<file path="config.mk">
export PLATFORM = sky130hd
export DESIGN_NAME = vga_video_gen
export DESIGN_NICKNAME = d
export VERILOG_FILES = /design/src/rtl/vga_pkg.sv /design/src/rtl/vga_sync_counter.sv /design/src/rtl/vga_video_gen.sv
export SDC_FILE = /design/constraint.sdc
export NUM_CORES = 1
export LEC_CHECK = 0
export ABC_CLOCK_PERIOD_IN_PS = 3700
export CAP_MARGIN = 10
export CORE_MARGIN = 2
export CORE_UTILIZATION = 50
export CTS_BUF_LIST = sky130_fd_sc_hd__clkbuf_8
export CTS_CLUSTER_DIAMETER = 100
export DETAILED_ROUTE_END_ITERATION = 12
export PLACE_DENSITY = 0.82
export REMOVE_ABC_BUFFERS = 1
export SLEW_MARGIN = 25
export SYNTH_ARGS = -nofsm -noshare
export SYNTH_HDL_FRONTEND = slang
export SYNTH_HIERARCHICAL = 1
export SYNTH_SLANG_ARGS = --single-unit
</file>
<file path="constraint.sdc">
create_clock -name clk_pix -period 3.7 [get_ports clk_pix]
set_clock_uncertainty 0.2 [all_clocks]
set_input_delay 0.74 -clock clk_pix [delete_from_list [all_inputs] [get_ports clk_pix]]
set_output_delay 0.74 -clock clk_pix [all_outputs]
set_load 0.005 [all_outputs]
</file>
<file path="src/rtl/vga_pkg.sv">
// Shared constants for the VGA video generator.
//   - Pattern mode codes (MODE_SOLID .. MODE_BOX).
//   - Colour-bar on/off masks, {r,g,b}, one bit per channel.
//   - Default 640x480@60 timing constants.
//   - bar_mask(): bar index (0 = leftmost) to colour mask.
package vga_pkg;

    localparam logic [2:0] MODE_SOLID    = 3'd0;
    localparam logic [2:0] MODE_BARS     = 3'd1;
    localparam logic [2:0] MODE_CHECKER  = 3'd2;
    localparam logic [2:0] MODE_GRADIENT = 3'd3;
    localparam logic [2:0] MODE_BOX      = 3'd4;

    localparam logic [2:0] BAR_WHITE   = 3'b111;
    localparam logic [2:0] BAR_YELLOW  = 3'b110;
    localparam logic [2:0] BAR_CYAN    = 3'b011;
    localparam logic [2:0] BAR_GREEN   = 3'b010;
    localparam logic [2:0] BAR_MAGENTA = 3'b101;
    localparam logic [2:0] BAR_RED     = 3'b100;
    localparam logic [2:0] BAR_BLUE    = 3'b001;
    localparam logic [2:0] BAR_BLACK   = 3'b000;

    localparam int DEF_H_ACTIVE = 640;
    localparam int DEF_H_FP     = 16;
    localparam int DEF_H_SYNC   = 96;
    localparam int DEF_H_BP     = 48;
    localparam int DEF_V_ACTIVE = 480;
    localparam int DEF_V_FP     = 10;
    localparam int DEF_V_SYNC   = 2;
    localparam int DEF_V_BP     = 33;
    localparam int DEF_COLOR_W  = 3;
    localparam int DEF_CNT_W    = 10;

    localparam int BOX_SIZE = 32;

    function automatic logic [2:0] bar_mask(input logic [2:0] idx);
        logic [2:0] m;
        case (idx)
            3'd0:    m = BAR_WHITE;
            3'd1:    m = BAR_YELLOW;
            3'd2:    m = BAR_CYAN;
            3'd3:    m = BAR_GREEN;
            3'd4:    m = BAR_MAGENTA;
            3'd5:    m = BAR_RED;
            3'd6:    m = BAR_BLUE;
            default: m = BAR_BLACK;
        endcase
        return m;
    endfunction

endpackage

</file>
<file path="src/rtl/vga_sync_counter.sv">
// Raw VGA raster counters and the flags decoded directly from them.
// Ports:
//   clk_pix, reset       pixel clock, synchronous active-high reset
//   hc, vc               raw horizontal / vertical position
//   h_last               hc is on the last clock of the line
//   hsync_act, vsync_act sync region flags (active = 1, polarity applied later)
//   de_raw               hc/vc inside the visible area
//   frame_start_raw      raster is at (0,0)
module vga_sync_counter #(
    parameter int H_ACTIVE = 640,
    parameter int H_FP     = 16,
    parameter int H_SYNC   = 96,
    parameter int H_BP     = 48,
    parameter int V_ACTIVE = 480,
    parameter int V_FP     = 10,
    parameter int V_SYNC   = 2,
    parameter int V_BP     = 33,
    parameter int CNT_W    = 10
) (
    input  logic             clk_pix,
    input  logic             reset,
    output logic [CNT_W-1:0] hc,
    output logic [CNT_W-1:0] vc,
    output logic             h_last,
    output logic             hsync_act,
    output logic             vsync_act,
    output logic             de_raw,
    output logic             frame_start_raw
);

    localparam int H_TOTAL = H_ACTIVE + H_FP + H_SYNC + H_BP;
    localparam int V_TOTAL = V_ACTIVE + V_FP + V_SYNC + V_BP;

    localparam logic [CNT_W-1:0] ONE     = {{(CNT_W-1){1'b0}}, 1'b1};
    localparam logic [CNT_W-1:0] H_MAX   = CNT_W'(H_TOTAL - 1);
    localparam logic [CNT_W-1:0] V_MAX   = CNT_W'(V_TOTAL - 1);
    localparam logic [CNT_W-1:0] H_VIS   = CNT_W'(H_ACTIVE);
    localparam logic [CNT_W-1:0] V_VIS   = CNT_W'(V_ACTIVE);
    localparam logic [CNT_W-1:0] HS_BEG  = CNT_W'(H_ACTIVE + H_FP);
    localparam logic [CNT_W-1:0] HS_END  = CNT_W'(H_ACTIVE + H_FP + H_SYNC);
    localparam logic [CNT_W-1:0] VS_BEG  = CNT_W'(V_ACTIVE + V_FP);
    localparam logic [CNT_W-1:0] VS_END  = CNT_W'(V_ACTIVE + V_FP + V_SYNC);

    logic [CNT_W-1:0] hc_r;
    logic [CNT_W-1:0] vc_r;

    // Raster counters: hc wraps each line, vc advances on hc wrap and wraps each frame
    always_ff @(posedge clk_pix) begin
        if (reset) begin
            hc_r <= '0;
            vc_r <= '0;
        end else if (hc_r == H_MAX) begin
            hc_r <= '0;
            if (vc_r == V_MAX) begin
                vc_r <= '0;
            end else begin
                vc_r <= vc_r + ONE;
            end
        end else begin
            hc_r <= hc_r + ONE;
        end
    end

    assign hc              = hc_r;
    assign vc              = vc_r;
    assign h_last          = (hc_r == H_MAX);
    assign hsync_act       = (hc_r >= HS_BEG) && (hc_r < HS_END);
    assign vsync_act       = (vc_r >= VS_BEG) && (vc_r < VS_END);
    assign de_raw          = (hc_r < H_VIS) && (vc_r < V_VIS);
    assign frame_start_raw = (hc_r == '0) && (vc_r == '0);

endmodule

</file>
<file path="src/rtl/vga_video_gen.sv">
// Programmable VGA timing plus test-pattern generator, pixel clock domain.
// Ports:
//   clk_pix, reset        pixel clock, synchronous active-high reset
//   mode[2:0]             pattern select, taken once per frame at pixel (0,0)
//   hsync, vsync          sync outputs, active level H_POL / V_POL
//   de                    data enable (visible area)
//   rgb_r/rgb_g/rgb_b     pixel colour, zero outside the visible area
//   hcount, vcount        coordinates of the pixel currently on rgb
//   frame_start           one-clock pulse together with pixel (0,0)
// All outputs lag the raw counters by two registered stages.
// Optional macro VGA_VIDEO_GEN_ANIM_EN: mode 4 draws a 32x32 white box
// sliding right by one pixel per frame; without it mode 4 is black.
module vga_video_gen
    import vga_pkg::*;
#(
    parameter int H_ACTIVE = DEF_H_ACTIVE,
    parameter int H_FP     = DEF_H_FP,
    parameter int H_SYNC   = DEF_H_SYNC,
    parameter int H_BP     = DEF_H_BP,
    parameter int V_ACTIVE = DEF_V_ACTIVE,
    parameter int V_FP     = DEF_V_FP,
    parameter int V_SYNC   = DEF_V_SYNC,
    parameter int V_BP     = DEF_V_BP,
    parameter bit H_POL    = 1'b0,
    parameter bit V_POL    = 1'b0,
    parameter int COLOR_W  = DEF_COLOR_W,
    parameter int CNT_W    = DEF_CNT_W
) (
    input  logic               clk_pix,
    input  logic               reset,
    input  logic [2:0]         mode,
    output logic               hsync,
    output logic               vsync,
    output logic               de,
    output logic [COLOR_W-1:0] rgb_r,
    output logic [COLOR_W-1:0] rgb_g,
    output logic [COLOR_W-1:0] rgb_b,
    output logic [CNT_W-1:0]   hcount,
    output logic [CNT_W-1:0]   vcount,
    output logic               frame_start
);

    localparam logic [CNT_W-1:0]   ONE      = {{(CNT_W-1){1'b0}}, 1'b1};
    localparam logic [CNT_W-1:0]   BAR_LAST = CNT_W'(H_ACTIVE / 8 - 1);
    localparam logic [COLOR_W-1:0] FULL     = {COLOR_W{1'b1}};

    logic [CNT_W-1:0] hc_s;
    logic [CNT_W-1:0] vc_s;
    logic             h_last_s;
    logic             hsync_act_s;
    logic             vsync_act_s;
    logic             de_raw_s;
    logic             frame_start_raw_s;

    vga_sync_counter #(
        .H_ACTIVE (H_ACTIVE), .H_FP (H_FP), .H_SYNC (H_SYNC), .H_BP (H_BP),
        .V_ACTIVE (V_ACTIVE), .V_FP (V_FP), .V_SYNC (V_SYNC), .V_BP (V_BP),
        .CNT_W    (CNT_W)
    ) u_sync (
        .clk_pix         (clk_pix),
        .reset           (reset),
        .hc              (hc_s),
        .vc              (vc_s),
        .h_last          (h_last_s),
        .hsync_act       (hsync_act_s),
        .vsync_act       (vsync_act_s),
        .de_raw          (de_raw_s),
        .frame_start_raw (frame_start_raw_s)
    );

    logic [2:0]         mode_q_r;
    logic [2:0]         mode_eff_s;
    logic [CNT_W-1:0]   bar_px_r;
    logic [2:0]         bar_idx_r;
    logic [2:0]         bar_rgb_s;
    logic [COLOR_W-1:0] grey_s;
    logic [COLOR_W-1:0] pix_r_s;
    logic [COLOR_W-1:0] pix_g_s;
    logic [COLOR_W-1:0] pix_b_s;

    logic               s1_hsync_r;
    logic               s1_vsync_r;
    logic               s1_de_r;
    logic               s1_fs_r;
    logic [CNT_W-1:0]   s1_hc_r;
    logic [CNT_W-1:0]   s1_vc_r;
    logic [COLOR_W-1:0] s1_r_r;
    logic [COLOR_W-1:0] s1_g_r;
    logic [COLOR_W-1:0] s1_b_r;

    // Mode latch: only updated at raster (0,0) so a frame never mixes patterns
    always_ff @(posedge clk_pix) begin
        if (reset) begin
            mode_q_r <= 3'd0;
        end else if (frame_start_raw_s) begin
            mode_q_r <= mode;
        end else begin
            mode_q_r <= mode_q_r;
        end
    end

    // Pixel (0,0) itself must already use the newly latched mode
    always_comb begin
        mode_eff_s = mode_q_r;
        if (frame_start_raw_s) begin
            mode_eff_s = mode;
        end else begin
            mode_eff_s = mode_q_r;
        end
    end

    // Bar sub-counter tracking hc: cleared on line wrap so bar 0 starts at hc==0
    always_ff @(posedge clk_pix) begin
        if (reset || h_last_s) begin
            bar_px_r  <= '0;
            bar_idx_r <= 3'd0;
        end else if (bar_px_r == BAR_LAST) begin
            bar_px_r  <= '0;
            bar_idx_r <= bar_idx_r + 3'd1;
        end else begin
            bar_px_r  <= bar_px_r + ONE;
            bar_idx_r <= bar_idx_r;
        end
    end

    assign bar_rgb_s = bar_mask(bar_idx_r);
    assign grey_s    = hc_s[CNT_W-1 -: COLOR_W];

`ifdef VGA_VIDEO_GEN_ANIM_EN
    localparam logic [CNT_W-1:0] BOX_W      = CNT_W'(BOX_SIZE);
    localparam logic [CNT_W-1:0] BOX_X_LAST = CNT_W'(H_ACTIVE - BOX_SIZE);
    localparam logic [CNT_W-1:0] BOX_Y0     = CNT_W'(V_ACTIVE / 2 - BOX_SIZE / 2);
    localparam logic [CNT_W-1:0] V_LAST     = CNT_W'(V_ACTIVE + V_FP + V_SYNC + V_BP - 1);

    logic [CNT_W-1:0] box_x_r;
    logic             in_box_s;

    // Box position: stepped on the last raster clock so the new x holds from (0,0)
    always_ff @(posedge clk_pix) begin
        if (reset) begin
            box_x_r <= '0;
        end else if (h_last_s && (vc_s == V_LAST)) begin
            if (box_x_r == BOX_X_LAST) begin
                box_x_r <= '0;
            end else begin
                box_x_r <= box_x_r + ONE;
            end
        end else begin
            box_x_r <= box_x_r;
        end
    end

    assign in_box_s = (hc_s >= box_x_r) && (hc_s < box_x_r + BOX_W) &&
                      (vc_s >= BOX_Y0) && (vc_s < BOX_Y0 + BOX_W);
`endif

    // Pattern generation from the raw coordinates; black outside the visible area
    always_comb begin
        pix_r_s = '0;
        pix_g_s = '0;
        pix_b_s = '0;
        if (de_raw_s) begin
            case (mode_eff_s)
                MODE_SOLID: begin
                    pix_r_s = FULL;
                    pix_g_s = FULL;
                    pix_b_s = FULL;
                end
                MODE_BARS: begin
                    pix_r_s = {COLOR_W{bar_rgb_s[2]}};
                    pix_g_s = {COLOR_W{bar_rgb_s[1]}};
                    pix_b_s = {COLOR_W{bar_rgb_s[0]}};
                end
                MODE_CHECKER: begin
                    pix_r_s = {COLOR_W{hc_s[5] ^ vc_s[5]}};
                    pix_g_s = {COLOR_W{hc_s[5] ^ vc_s[5]}};
                    pix_b_s = {COLOR_W{hc_s[5] ^ vc_s[5]}};
                end
                MODE_GRADIENT: begin
                    pix_r_s = grey_s;
                    pix_g_s = grey_s;
                    pix_b_s = grey_s;
                end
                MODE_BOX: begin
`ifdef VGA_VIDEO_GEN_ANIM_EN
                    pix_r_s = {COLOR_W{in_box_s}};
                    pix_g_s = {COLOR_W{in_box_s}};
                    pix_b_s = {COLOR_W{in_box_s}};
`else
                    pix_r_s = '0;
                    pix_g_s = '0;
                    pix_b_s = '0;
`endif
                end
                default: begin
                    pix_r_s = '0;
                    pix_g_s = '0;
                    pix_b_s = '0;
                end
            endcase
        end else begin
            pix_r_s = '0;
            pix_g_s = '0;
            pix_b_s = '0;
        end
    end

    // Stage 1: capture raw flags, coordinates and pattern colour
    always_ff @(posedge clk_pix) begin
        if (reset) begin
            s1_hsync_r <= 1'b0;
            s1_vsync_r <= 1'b0;
            s1_de_r    <= 1'b0;
            s1_fs_r    <= 1'b0;
            s1_hc_r    <= '0;
            s1_vc_r    <= '0;
            s1_r_r     <= '0;
            s1_g_r     <= '0;
            s1_b_r     <= '0;
        end else begin
            s1_hsync_r <= hsync_act_s;
            s1_vsync_r <= vsync_act_s;
            s1_de_r    <= de_raw_s;
            s1_fs_r    <= frame_start_raw_s;
            s1_hc_r    <= hc_s;
            s1_vc_r    <= vc_s;
            s1_r_r     <= pix_r_s;
            s1_g_r     <= pix_g_s;
            s1_b_r     <= pix_b_s;
        end
    end

    // Stage 2: output registers, sync polarity applied here
    always_ff @(posedge clk_pix) begin
        if (reset) begin
            hsync       <= ~H_POL;
            vsync       <= ~V_POL;
            de          <= 1'b0;
            frame_start <= 1'b0;
            hcount      <= '0;
            vcount      <= '0;
            rgb_r       <= '0;
            rgb_g       <= '0;
            rgb_b       <= '0;
        end else begin
            hsync       <= s1_hsync_r ? H_POL : ~H_POL;
            vsync       <= s1_vsync_r ? V_POL : ~V_POL;
            de          <= s1_de_r;
            frame_start <= s1_fs_r;
            hcount      <= s1_hc_r;
            vcount      <= s1_vc_r;
            rgb_r       <= s1_r_r;
            rgb_g       <= s1_g_r;
            rgb_b       <= s1_b_r;
        end
    end

endmodule

</file>
==> out/results.tsv <==
stage	metric	value	unit
clocking	clock_sink_total	102	
floorplan	pin_count	38	
synthesis	synth_top_cell_area_share	55.4	%
min_path	type_of_the_most_critical_hold_path	reg -> reg	
clocking	cts.htree.levels	3	
synthesis	syn_area	0.00369	mm2
pwr	power_density	441	mW/mm2
timing	finalCriticalPeriod	2.71	ns
synthesis	synth_top_flop_cell	sky130_fd_sc_hd__dfxtp_1	
timing	fin_tns_setup	0	ns
floorplan	fp.dieArea	0.00808	mm2
synthesis	yosys_warnings	6	
routing	postRouteAntennaNets	0	
floorplan	floorplan.die.height	89.9	um
global_routing	grt-ovfl-total	0	
timing	final_report_hold_violation_count	0	
pwr	finalPower	0.00190	W
synthesis	sequential_fraction_of_the_synthesis_area	55.4	%
critical_path	slowest_cell_on_crit_path	sky130_fd_sc_hd__mux2i_1	
finish	postLayoutCellArea	0.00431	mm2
critical_path	crit_path_cell_trace	nor4_1 -> nand4_1 -> nor4_1 -> buf_4 -> mux2i_1 -> a221o_2 -> o22ai_1	
clocking	cts.clk_slew.worst_paths	0.09	ns
routing	detailroute.wirelength.met2	2890	um
synthesis	syn-mean-instance-area	9.97	um2
global_routing	grt_start_max_net_pins	46	
place	dp_slack	1.05	ns
critical_path	worst-setup-path-type	reg -> reg	
clocking	cts_tree	done	
timing	timing.final.crit_share	73.2	%
clocking	cts_hold_repair.buffers	0	
global_routing	grt_antenna_before_repair	0	
routing	initialDrtViolationCount	113	
finish	num_antenna_cells	0	
critical_path	data_arrival_time_at_the_worst_slack_endpoint	2.73	ns
routing	via_count	2620	
critical_path	end_kind	register	
routing	routed_wirelength	6160	um
pwr	leakage	1.57	nW
pwr	ir_worst_vdd	0.257	mV
synthesis	yosysTopAreaCell	sky130_fd_sc_hd__dfxtp_1	
synthesis	postSynth.asyncResetShare	0	%
critical_path	maximum_net_fanout_on_the_critical_path	9	
timing	final_critical_path_setup_slack	0.991	ns
finish	area_delta_synth_final	16.9	%
floorplan	die-width	89.9	um
finish	postLayoutCoreUtil	59.8	%
clocking	cts_setup_buffers	0	
clocking	post_cts_resize_count	0	
global_routing	grt_pass1_wl	10200	um
floorplan	fp.coreArea	0.00721	mm2
floorplan	core.rowCount	31	
synthesis	synthDistinctLibCells	42	
routing	route.met3.wl	308	um
synthesis	syn_inst	370	
routing	drc	0	
clocking	cts_made_buffers	9	
finish	fillerInstances	616	
global_routing	grtUsageTotal	15.6	%
place	dp_hpwl	4190	um
place	dpl-instance-area	0.00413	mm2
synthesis	postSynthRegisterBits	102	
global_routing	grt_pass1_vias	2290	
timing	maxSlewViolCount	0	
routing	post_drt_via_cell_ratio	5.13	
routing	topRoutingLayerUsed	met4	
critical_path	crit_top_cell	sky130_fd_sc_hd__nor4_1	
finish	post_route_cells_drive_above_1_share	6.07	%
synthesis	synth.top_cells.by_area	sky130_fd_sc_hd__dfxtp_1 (55%), sky130_fd_sc_hd__nor2b_1 (9.3%), sky130_fd_sc_hd__ha_1 (3.7%), sky130_fd_sc_hd__nor2_1 (3.5%), sky130_fd_sc_hd__xnor2_1 (3.1%)	
synthesis	synth.most_common_cell	sky130_fd_sc_hd__dfxtp_1	
clocking	cts_root_buffer	sky130_fd_sc_hd__clkbuf_8	
place	globalplace.congestion	0.900	
clocking	insertion_delay	0.36	ns
timing	fmax	0.369	GHz
timing	slew-limit-headroom	58.1	%
routing	wire_per_inst	12.0	um
critical_path	start_kind	register	
timing	setup_repair_after_global_routing_missed_its_margin	false	
place	port_buffers	37	
timing	max_slew.worst_pin.slew	0.621	ns
synthesis	synth_edf_count	0	
synthesis	netlist_top_cells_count	sky130_fd_sc_hd__dfxtp_1 (102), sky130_fd_sc_hd__nor2b_1 (55), sky130_fd_sc_hd__nor2_1 (34)	
critical_path	worst-endpoint-required	3.72	ns
timing	number_of_setup_violations_in_the_final_report	0	
finish	finalNetCount	423	
routing	wirelength_met1	2790	um
routing	drt_first_pass_iters	4	
job	max-cap-violations	0	
outcome	run_status	finished, final reports clean	
clocking	cts_buffer_depth	2	
floorplan	initial_utilization	51.1	%
critical_path	timing.critical_path.slowest_cell_delay	0.53	ns
[cells in the final DEF (no fill, tap or decap), drive strengths merged, types with 5 or more instances in the layout]
master / n
o22ai: 6
and3: 5
clkbuf: 11
nor2: 34
or3: 8
a21oi: 9
ha: 11
nand2b: 6
clkdlybuf4s50: 36
dfxtp: 102
nor4: 13
nand3: 14
nand4: 8
nand2: 11
o21ai: 13
nor2b: 55
inv: 17
xnor2: 13
[cell type report]
cell class | instances | area (um2) | area share (%)
Clock buffer | 11 | 151 | 3.51
Sequential cell | 102 | 2040 | 47.3
Tap cell | 99 | 124 | 2.87
Multi-Input combinational cell | 240 | 1530 | 35.4
Timing Repair Buffer | 39 | 380 | 8.82
Clock inverter | 5 | 33.8 | 0.783
Inverter | 15 | 56.3 | 1.31
[sequential cells by signal, indices dropped and copies added (netlist names), 3 cells and up]
| signal | count |
|---|---|
| u_sync/hc | 10 |
| mode_q_r | 3 |
| bar_px_r | 10 |
| vcount | 10 |
| s1_g_r | 3 |
| s1_vc_r | 10 |
| bar_idx_r | 3 |
| s1_hc_r | 10 |
| u_sync/vc | 10 |
| rgb_g | 3 |
| rgb_r | 3 |
| hcount | 10 |
| s1_r_r | 3 |
| rgb_b | 3 |
| s1_b_r | 3 |
[worst max-delay path, delay by kind of cell (launching register included)]
| family | cells | cell delay, ns |
|---|---|---|
| buffers and inverters | 1 | 0.21 |
| multiplexers | 1 | 0.53 |
| AO/OA/AOI/OAI | 2 | 0.45 |
| AND/OR/NAND/NOR | 3 | 0.80 |
| flip-flops | 1 | 0.38 |
[power by group]
part	total (W)	switching, W	internal (W)	leakage, nW
Clock	0.000641	0.000359	0.000281	0.0971
Sequential	0.00115	0.0000142	0.00113	0.829
Combinational	0.000111	0.0000559	0.0000552	0.648
Total	0.00190	0.000429	0.00147	1.57
[metal layers]
metal | vias to the layer above | global-route usage (%)
met5 | - | 0
met4 | 0 | 8.59
met3 | 17 | 5.45
met2 | 72 | 24.8
met1 | 1208 | 18.5
li1 | 1323 | -
[logic make-up after synthesis]
logic type | Yosys count | synth area share, %
AOI/OAI and AO/OA | 38 | 6.51
xor gates and xnor gates | 17 | 4.04
adders and majority gates | 11 | 3.73
buffers and inverters | 28 | 3.29
DFF | 102 | 55.4
muxes | 4 | 1.09
and+or+nand+nor | 170 | 26.0
[metrics by stage]
step	hold WS [ns]	instances
3_5_place_dp	0.161	495
5_1_grt	0.210	511
4_1_cts	0.192	511
2_1_floorplan	0.155	357
6_report	0.190	511
3_3_place_gp	0.162	495
[worst paths after layout]
check	from	end	depth (start not counted)	slack [ns]
setup / recovery	u_sync/vc[4]	s1_g_r[2]	7	0.99
hold / removal	s1_hsync_r	hsync	1	0.19
setup reg to reg	u_sync/vc[4]	s1_g_r[2]	7	0.99
hold reg to reg	s1_hsync_r	hsync	1	0.19
Note: power is estimated with default switching activity, not from simulation.
